<file path="src/rtl/rv_pipe_pkg.sv">
// Shared pipeline definitions: sequencer state encoding and instruction field constants.
package rv_pipe_pkg;

  typedef enum logic [0:0] {
    IDLE,
    MD_BUSY
  } md_state_e;

  localparam logic [31:0] NOP_INSTR    = 32'h0000_0013;
  localparam logic [6:0]  OP_LOAD      = 7'b0000011;
  localparam logic [6:0]  OP_REG       = 7'b0110011;
  localparam logic [6:0]  FUNCT7_MULDIV = 7'b0000001;

endpackage

</file>
<file path="src/rtl/muldiv_sequencer.sv">
// Occupancy sequencer for the multi-cycle MUL/DIV unit in EX: start/done pulses and
// front-end hold for exactly LATENCY cycles counted from the start cycle.
module muldiv_sequencer #(
  parameter int unsigned MUL_LATENCY = 3,
  parameter int unsigned DIV_LATENCY = 33,
  parameter int unsigned CNT_W       = 6
) (
  input  logic clk,
  input  logic reset,
  input  logic req,
  input  logic is_div,
  output logic start,
  output logic done,
  output logic hold,
  output logic busy
);
  import rv_pipe_pkg::*;

  localparam logic [CNT_W-1:0] MulInit = CNT_W'(MUL_LATENCY - 1);
  localparam logic [CNT_W-1:0] DivInit = CNT_W'(DIV_LATENCY - 1);

  md_state_e        state_q, state_d;
  logic [CNT_W-1:0] cnt_q, cnt_d;
  logic [CNT_W-1:0] cnt_init;

  assign cnt_init = is_div ? DivInit : MulInit;
  assign busy     = (state_q == MD_BUSY);

  always_ff @(posedge clk or posedge reset) begin
    if (reset) begin
      state_q <= IDLE;
      cnt_q   <= '0;
    end else begin
      state_q <= state_d;
      cnt_q   <= cnt_d;
    end
  end

  always_comb begin
    state_d = state_q;
    cnt_d   = cnt_q;
    start   = 1'b0;
    done    = 1'b0;
    hold    = 1'b0;
    unique case (state_q)
      IDLE: begin
        if (req) begin
          start = 1'b1;
          // Single-cycle op completes in its start cycle and never stalls.
          if (cnt_init == '0) begin
            done = 1'b1;
          end else begin
            hold    = 1'b1;
            cnt_d   = cnt_init;
            state_d = MD_BUSY;
          end
        end
      end
      MD_BUSY: begin
        hold  = 1'b1;
        cnt_d = cnt_q - CNT_W'(1);
        if (cnt_q == CNT_W'(1)) begin
          done    = 1'b1;
          state_d = IDLE;
        end
      end
      default: state_d = IDLE;
    endcase
  end

endmodule

</file>
<file path="src/rtl/pipeline_hazard_controller.sv">
// Stall/flush sequencer for the 5-stage pipeline: load-use, redirect and MUL/DIV holds.
// Optional HAZARD_PERF_CNT_EN adds saturating per-event cycle counters.
module pipeline_hazard_controller #(
  parameter int unsigned REG_ADDR_W  = 5,
  parameter int unsigned MUL_LATENCY = 3,
  parameter int unsigned DIV_LATENCY = 33,
  parameter int unsigned CNT_W       = 6
) (
  input  logic                  clk,
  input  logic                  reset,
  input  logic [REG_ADDR_W-1:0] id_rs1,
  input  logic [REG_ADDR_W-1:0] id_rs2,
  input  logic                  id_uses_rs1,
  input  logic                  id_uses_rs2,
  input  logic [REG_ADDR_W-1:0] ex_rd,
  input  logic                  ex_mem_read,
  input  logic                  ex_muldiv,
  input  logic                  ex_is_div,
  input  logic                  ex_redirect,
  output logic                  pc_hold,
  output logic                  ifid_hold,
  output logic                  idex_hold,
  output logic                  idex_bubble,
  output logic                  ifid_flush,
  output logic                  muldiv_start,
  output logic                  muldiv_done
`ifdef HAZARD_PERF_CNT_EN
  ,
  output logic [31:0]           perf_loaduse_cnt,
  output logic [31:0]           perf_flush_cnt,
  output logic [31:0]           perf_md_stall_cnt
`endif
);

  logic md_start, md_done, md_hold, md_busy;
  logic rs1_hit, rs2_hit;
  logic load_use, redirect, md_stall;

  muldiv_sequencer #(
    .MUL_LATENCY(MUL_LATENCY),
    .DIV_LATENCY(DIV_LATENCY),
    .CNT_W      (CNT_W)
  ) u_muldiv_sequencer (
    .clk   (clk),
    .reset (reset),
    .req   (ex_muldiv),
    .is_div(ex_is_div),
    .start (md_start),
    .done  (md_done),
    .hold  (md_hold),
    .busy  (md_busy)
  );

  assign rs1_hit = id_uses_rs1 && (id_rs1 == ex_rd);
  assign rs2_hit = id_uses_rs2 && (id_rs2 == ex_rd);

  // Redirect wins over load-use: the ID instruction is wrong-path. Both are moot while EX
  // holds an M-op. Reset forces every output low even though these paths are combinational.
  assign redirect = ex_redirect && !md_busy && !reset;
  assign load_use = ex_mem_read && (ex_rd != '0) && (rs1_hit || rs2_hit) &&
                    !ex_redirect && !md_busy && !reset;
  assign md_stall = md_hold && !reset;

  assign pc_hold      = load_use || md_stall;
  assign ifid_hold    = load_use || md_stall;
  assign idex_hold    = md_stall;
  assign idex_bubble  = load_use || redirect;
  assign ifid_flush   = redirect;
  assign muldiv_start = md_start && !reset;
  assign muldiv_done  = md_done && !reset;

`ifdef HAZARD_PERF_CNT_EN
  always_ff @(posedge clk or posedge reset) begin
    if (reset) begin
      perf_loaduse_cnt  <= '0;
      perf_flush_cnt    <= '0;
      perf_md_stall_cnt <= '0;
    end else begin
      if (load_use && (perf_loaduse_cnt != '1)) perf_loaduse_cnt <= perf_loaduse_cnt + 32'd1;
      if (redirect && (perf_flush_cnt != '1)) perf_flush_cnt <= perf_flush_cnt + 32'd1;
      if (md_stall && (perf_md_stall_cnt != '1)) perf_md_stall_cnt <= perf_md_stall_cnt + 32'd1;
    end
  end
`endif

endmodule

</file>
<file path="config.mk">
export PLATFORM = sky130hd
export DESIGN_NAME = pipeline_hazard_controller
export DESIGN_NICKNAME = d
export VERILOG_FILES = /design/src/rtl/rv_pipe_pkg.sv /design/src/rtl/muldiv_sequencer.sv /design/src/rtl/pipeline_hazard_controller.sv
export SDC_FILE = /design/constraint.sdc
export NUM_CORES = 1
export LEC_CHECK = 0
export CELL_PAD_IN_SITES_DETAIL_PLACEMENT = 0
export CELL_PAD_IN_SITES_GLOBAL_PLACEMENT = 1
export CORE_ASPECT_RATIO = 1.25
export CORE_MARGIN = 4
export CORE_UTILIZATION = 24
export CTS_CLUSTER_DIAMETER = 50
export CTS_CLUSTER_SIZE = 10
export DETAILED_ROUTE_END_ITERATION = 6
export MAX_ROUTING_LAYER = met4
export PLACE_DENSITY = 0.8
export SLEW_MARGIN = 10
export SYNTH_ARGS = -nofsm -noshare
export SYNTH_HDL_FRONTEND = slang
export SYNTH_SLANG_ARGS = --single-unit
</file>
<file path="constraint.sdc">
create_clock -name clk -period 1.52 [get_ports clk]
set_input_delay 0.304 -clock clk [delete_from_list [all_inputs] [get_ports clk]]
set_output_delay 0.304 -clock clk [all_outputs]
set_load 0.1 [all_outputs]
</file>
**Word-level counts from Yosys, hierarchy flattened**

Cells that the tools add are included.

- Flip-flop bits (word level): 7
- Bits of input ports: 23
- Output and inout port bits: 7
- Logic and storage cells: 45

- Add/sub/neg operators: 1
- Eq/ne operators: 5
- Multiplexer cells: 15
- Bitwise operators: 1
- Reduce and logical (&&, ||, !) cells: 21

Operator list:

| operator | number |
|---|---|
| 6-bit two-way mux | 3 |
| 1-bit logical AND | 12 |
| 6-bit one-hot mux with 2 select lines | 1 |
| 5-bit == test | 2 |
| 1-bit two-way mux | 8 |
| 6-bit by 1-bit == test with 1-bit output, second input constant | 1 |
| 6-bit zero test | 1 |
| 1-bit one-hot mux with 2 select lines | 3 |
| 6-bit by 1-bit subtractor with 6-bit output, second input constant | 1 |
| 5-bit nonzero test | 1 |
| 2-bit != test, second input constant | 2 |
| 1-bit zero test | 3 |
| 1-bit logical OR | 3 |
| 2-bit AND reduction | 1 |
| 1-bit inverter | 1 |

**Logic depth before layout (Yosys ltp)**

- Depth after elaboration: 8
- Depth in mapped cells: 5
- Gate-level depth less buffers: 5

**By module**

Synthesis repeated with hierarchy kept, for this count alone.

- Cell total of the unflattened synthesis: 66
- Area, all modules: 600.6 µm²

Modules (own cells, without submodules):

| module | instances | cells an instance | area an instance (µm²) | seq. area each (µm²) |
|---|---|---|---|---|
| muldiv_sequencer | 1 | 40 | 394.1 | 175.2 |
| pipeline_hazard_controller | 1 | 26 | 206.4 | 0.0 |

**Worst setup path after synthesis**

OpenSTA, ideal clock, no wires.

- Kind: flip-flop to output port
- From: register u_muldiv_sequencer.state_q, in the netlist u_muldiv_sequencer.busy
- To: output port pc_hold
- Arrival time: 2939 ps
- Data required time: 1216 ps
- Setup slack: -1723 ps
- Stages on the path, launching flop included: 4
- Buffers on the path: 1
- Cell sequence: dfrtp_1 > or4_1 > o22ai_1 > buf_4

- Word-level cells in the longest chain between the ends: 4
- Elaborated cells between the ends (all ways): 7
- Classes of those cells: 1 x mux; 1 x bitwise; 5 x reduce/logical

RTL lines:

| what | RTL line | source |
|---|---|---|
| start: declaration | muldiv_sequencer.sv:22 | `md_state_e state_q, state_d;` |
| start signal: assignment | muldiv_sequencer.sv:34 | `state_q <= state_d;` |
| 1-bit inverter or 1-bit zero test (tied branches) | muldiv_sequencer.sv:45, pipeline_hazard_controller.sv:61 |  |
| 1-bit one-hot mux with 2 select lines or 1-bit logical AND (tied branches) | muldiv_sequencer.sv:45, pipeline_hazard_controller.sv:61 |  |
| 1-bit logical AND (on tied branches) | pipeline_hazard_controller.sv:62, pipeline_hazard_controller.sv:61 |  |
| 1-bit logical OR * | -- |  |
| end: declaration | pipeline_hazard_controller.sv:20 | `output logic pc_hold,` |

Every way passes the cells marked *; elsewhere a longest branch is shown, timed or not.

**Worst setup path after layout**

- From: input port id_rs1[1]
- To: output port idex_bubble

- Word-level cells in the longest chain between the ends: 8

RTL lines:

| what | RTL line | source |
|---|---|---|
| start: declaration | pipeline_hazard_controller.sv:11 | `input logic [REG_ADDR_W-1:0] id_rs1,` |
| 5-bit == test | pipeline_hazard_controller.sv:54 | `assign rs1_hit = id_uses_rs1 && (id_rs1 == ex_rd);` |
| 1-bit logical AND | pipeline_hazard_controller.sv:54 |  |
| 1-bit logical OR | pipeline_hazard_controller.sv:60 | `assign load_use = ex_mem_read && (ex_rd != '0) && (rs1_hit \|\| rs2_hit) &&` |
| 1-bit logical AND (2 in a row) | pipeline_hazard_controller.sv:60 |  |
| 1-bit logical AND (2 in a row) | pipeline_hazard_controller.sv:61 | `!ex_redirect && !md_busy && !reset;` |
| 1-bit logical OR | pipeline_hazard_controller.sv:67 | `assign idex_bubble = load_use \|\| redirect;` |
| end: declaration | pipeline_hazard_controller.sv:23 | `output logic idex_bubble,` |

No other way between the ends.

==> flow_results.org <==
** Logic synthesis
- Synth warnings :: 0
- Gate count after technology mapping :: 66
- The number of nets handed over by synthesis was 91.
- Sequential cell area fraction in the yosys report :: 0.306
- Flops & latches, synth :: 7
- Area of the mapped netlist :: around 570 um^2
- Synthesized area divided by synthesized cell count :: 8.68 um^2
- Number of different library cells in the post-synthesis netlist :: 31

** Clock network
- After clock tree synthesis, the clock-pin slew on the worst setup and hold paths is 0.06 ns.
- Clock Latency Late Sink :: around 0.25 ns
- Deepest level of the CTS H-tree :: 1
- Number of buffers on the longest clock path :: 2
- TritonCTS Buffers :: 3
- TritonCTS built the clock tree.
- Library cell used as clock root buffer :: sky130_fd_sc_hd__clkbuf_4
- After clock tree synthesis, the flow added hold-fix buffers numbering 0.
- TritonCTS Sinks :: 7

** STA
- Final Setup Violations :: 7
- Based on the critical path, the design can be clocked at up to between 500 and 600 MHz.
- At the pin with the least slew margin, the transition time is approximately 0.32 ns.
- After layout, the minimum clock period comes to 1.96 ns.
- Portion of the clock cycle consumed by the worst path in the final layout :: 1.29
- Max-Slew Margin vs Limit :: 0.786
- The max-slew violation count came to 0.
- Final Worst Setup Slack :: -0.435 ns
- Across the routed clock network, the largest skew measured is 0.00784 ns.
- Unrepaired setup endpoints after global routing :: yes
- The final-report hold violation count is 0.

** Outcome
- The run finished, with violations left.
- The final reports fail on negative setup slack.

** Routing
- Routed via count :: 649
- Antenna Nets Post-Route :: 0
- Final WL :: 1.97 mm
- After detailed routing, the number of remaining DRC violations is 0.
- Vias/cell :: 4.45
- In the final routed layout, each cell accounts on average for 13.5 um.
- Router iterations before antenna repair :: 4
- In this run, the number of DRC markers left after iteration 0 of detailed routing was 21.

** Setup path
- Of all nets on the critical path, the largest fanout is 2.
- CP startpoint kind :: primary input
- RR Endpoint :: u_muldiv_sequencer.cnt_q[0]$_DFFE_PP0N_
- At the worst endpoint, the required time is 1.22 ns.
- Type of element capturing the critical path :: output port
- R2r worst-path depth :: 6
- Setup CP Type :: primary input to output port
- Flop2flop setup slack :: 0.17 ns
- Worst setup path endpoint :: idex_bubble
- Beginning of the worst register-to-register path :: u_muldiv_sequencer.busy$_DFF_PP0_
- In this run the worst setup path begins at id_rs1[1].
- Data arrival time at the worst-slack endpoint :: about 1.7 ns

** Global routing
- The via count of the first global-routing pass came to 689.
- Maximum number of pins on one net before global-route repair :: 15
- Number of antenna violations at the first check in global routing :: 0
- All-Layer GR Usage :: 0.132
- The first global-routing pass estimated 3.17 mm of wire.
- Overall overflow remaining after global route :: 0

** Floorplanning
- In this run the vertical extent of the chip is between 60 and 70 um.
- In this run the core area contains 19 standard-cell rows.
- The die covers 0.00324 mm^2.
- Effective utilization at floorplan :: 0.256
- Pin placement for this block handled 30 I/O pins.
- CORE AREA :: 0.00223 mm^2
- From left edge to right edge, the die measures between 50 and 60 um.

** Layout
- Share of the core filled with cells :: 0.552
- Counting the fill cells in the layout gives 221.
- The repair_antennas step left the layout with diodes totalling 0.
- In the final design database the tool counted 141 nets.
- The library cells used most frequently in the layout, excluding fill and tap cells, are sky130_fd_sc_hd__buf_4, sky130_fd_sc_hd__buf_12, sky130_fd_sc_hd__dfrtp_1.
- Commonest non-fill, non-tap cell in the layout :: sky130_fd_sc_hd__buf_4
- After routing the design area is 0.00123 mm^2.
- From synthesis to final layout, the design area changed by 115%.
- Of the cells placed in the final design, the portion with a size suffix greater than 1 is 0.548.

** Pwr
- Power spread over the standard cell area amounts to between 1000 and 1500 mW/mm^2.
- After layout, the design draws a total of 1720 uW.
- In this run the static leakage power is 0.000555 uW.
- VDD sags by at most 0.954 mV.

** Placed design
- At the end of routability-driven placement, the weighted congestion stood at 0.799.
- The HPWL after detailed placement is 1.52 mm.
- Worst slack after detailed placement :: -0.799 ns
- During placement, the flow inserted port buffers numbering 29.
- In this run the cell area measured after placement is 0.00109 mm^2.

** Min path
- Class of the tightest hold or removal check :: primary input to asynchronous set/reset pin

** Run
- Across the run, the number of max-cap violations was 0.
[synth_stat cells (all sizes together)]
cell    instances  area (um^2)
a21boi          1         7.51
a21o            1         7.51
a21oi           1         5.00
a32oi           1         8.76
and2            2         12.5
buf             2         11.3
dfrtp           7          175
ha              2         25.0
inv             4         15.0
mux2            1         11.3
mux2i           1         10.0
nand2           5         18.8
nand2b          1         6.26
nand3           1         5.00
nand4           1         6.26
nor2            6         22.5
nor2b           2         12.5
nor3            1         5.00
nor4            2         18.8
o21ai           7         38.8
o22ai           1         6.26
o31a            1         8.76
o31ai           1         7.51
o41ai           1         16.3
or4             2         15.0
xnor2           3         26.3
xor2            8         70.1
[worst min-delay path by stage]
stage                                                          to  cells past startpoint                                    start  slack (ns)
final                           u_muldiv_sequencer.busy$_DFF_PP0_                      3                                    reset        0.34
after global routing      u_muldiv_sequencer.cnt_q[2]$_DFFE_PP0N_                      3                                    reset        0.38
after CTS                       u_muldiv_sequencer.busy$_DFF_PP0_                      3                                    reset        0.34
after detailed placement  u_muldiv_sequencer.cnt_q[4]$_DFFE_PP0N_                      1  u_muldiv_sequencer.cnt_q[4]$_DFFE_PP0N_        0.51
after global placement    u_muldiv_sequencer.cnt_q[4]$_DFFE_PP0N_                      1  u_muldiv_sequencer.cnt_q[4]$_DFFE_PP0N_        0.50
after floorplan                 u_muldiv_sequencer.busy$_DFF_PP0_                      1                                    reset        0.11
[cells by family after synthesis]
group | after synthesis | share of synthesized area
AND/OR/NAND/NOR | 23 | 0.214
buffers and inverters | 6 | 0.0458
flip-flops | 7 | 0.306
AO/OA/AOI/OAI | 15 | 0.186
multiplexers | 2 | 0.0371
XOR/XNOR | 11 | 0.168
adder cells (fa/ha/maj) | 2 | 0.0437
[repair_timing]
item,CTS,global route
endpoints found under the setup margin,7,7
pin swaps,16,8
gates resized for setup,61,17
setup buffers,2,7
[per-stage QoR]
step / hold WS (ns) / instances / TNS (ns)
floorplan: 0.107 / 66 / -1.82
global placement: 0.504 / 133 / -2.98
detailed placement: 0.514 / 133 / -3.16
CTS: 0.336 / 139 / -1.96
global route: 0.381 / 146 / -2.01
finish: 0.336 / 146 / -1.63
[registers in the layout (all words and copies together) (netlist names)]
signal                    cells
u_muldiv_sequencer.cnt_q      6
u_muldiv_sequencer.busy       1
[per-layer routing]
metal	routed length (um)	vias to the layer above	global-route usage
li1	-	326	-
met1	770	309	0.151
met2	1130	12	0.226
met3	51	2	0.0215
met4	20	0	0.0492
met5	0	-	-
[where the power goes]
group          internal (uW)  switching, uW
combinational            575            601
sequential               282           88.9
clock                    100           67.9
total                    958            758
[layout make-up]
type                    count  area [um^2]  area share
clock buffers               4         26.3      0.0213
inverters                   4         18.8      0.0152
multi-input cells          53          500       0.406
flip-flops and latches      7          175       0.142
well taps                  31         38.8      0.0315
repair buffers             47          473       0.384
[critical path: stages]
cell and delay [ns]:
sky130_fd_sc_hd__buf_6 0.10, sky130_fd_sc_hd__xor2_2 0.16, sky130_fd_sc_hd__nor4_2 0.29, sky130_fd_sc_hd__a32oi_2 0.19, sky130_fd_sc_hd__o41ai_4 0.38, sky130_fd_sc_hd__buf_12 0.22
Note: power is estimated with default switching activity, not from simulation.
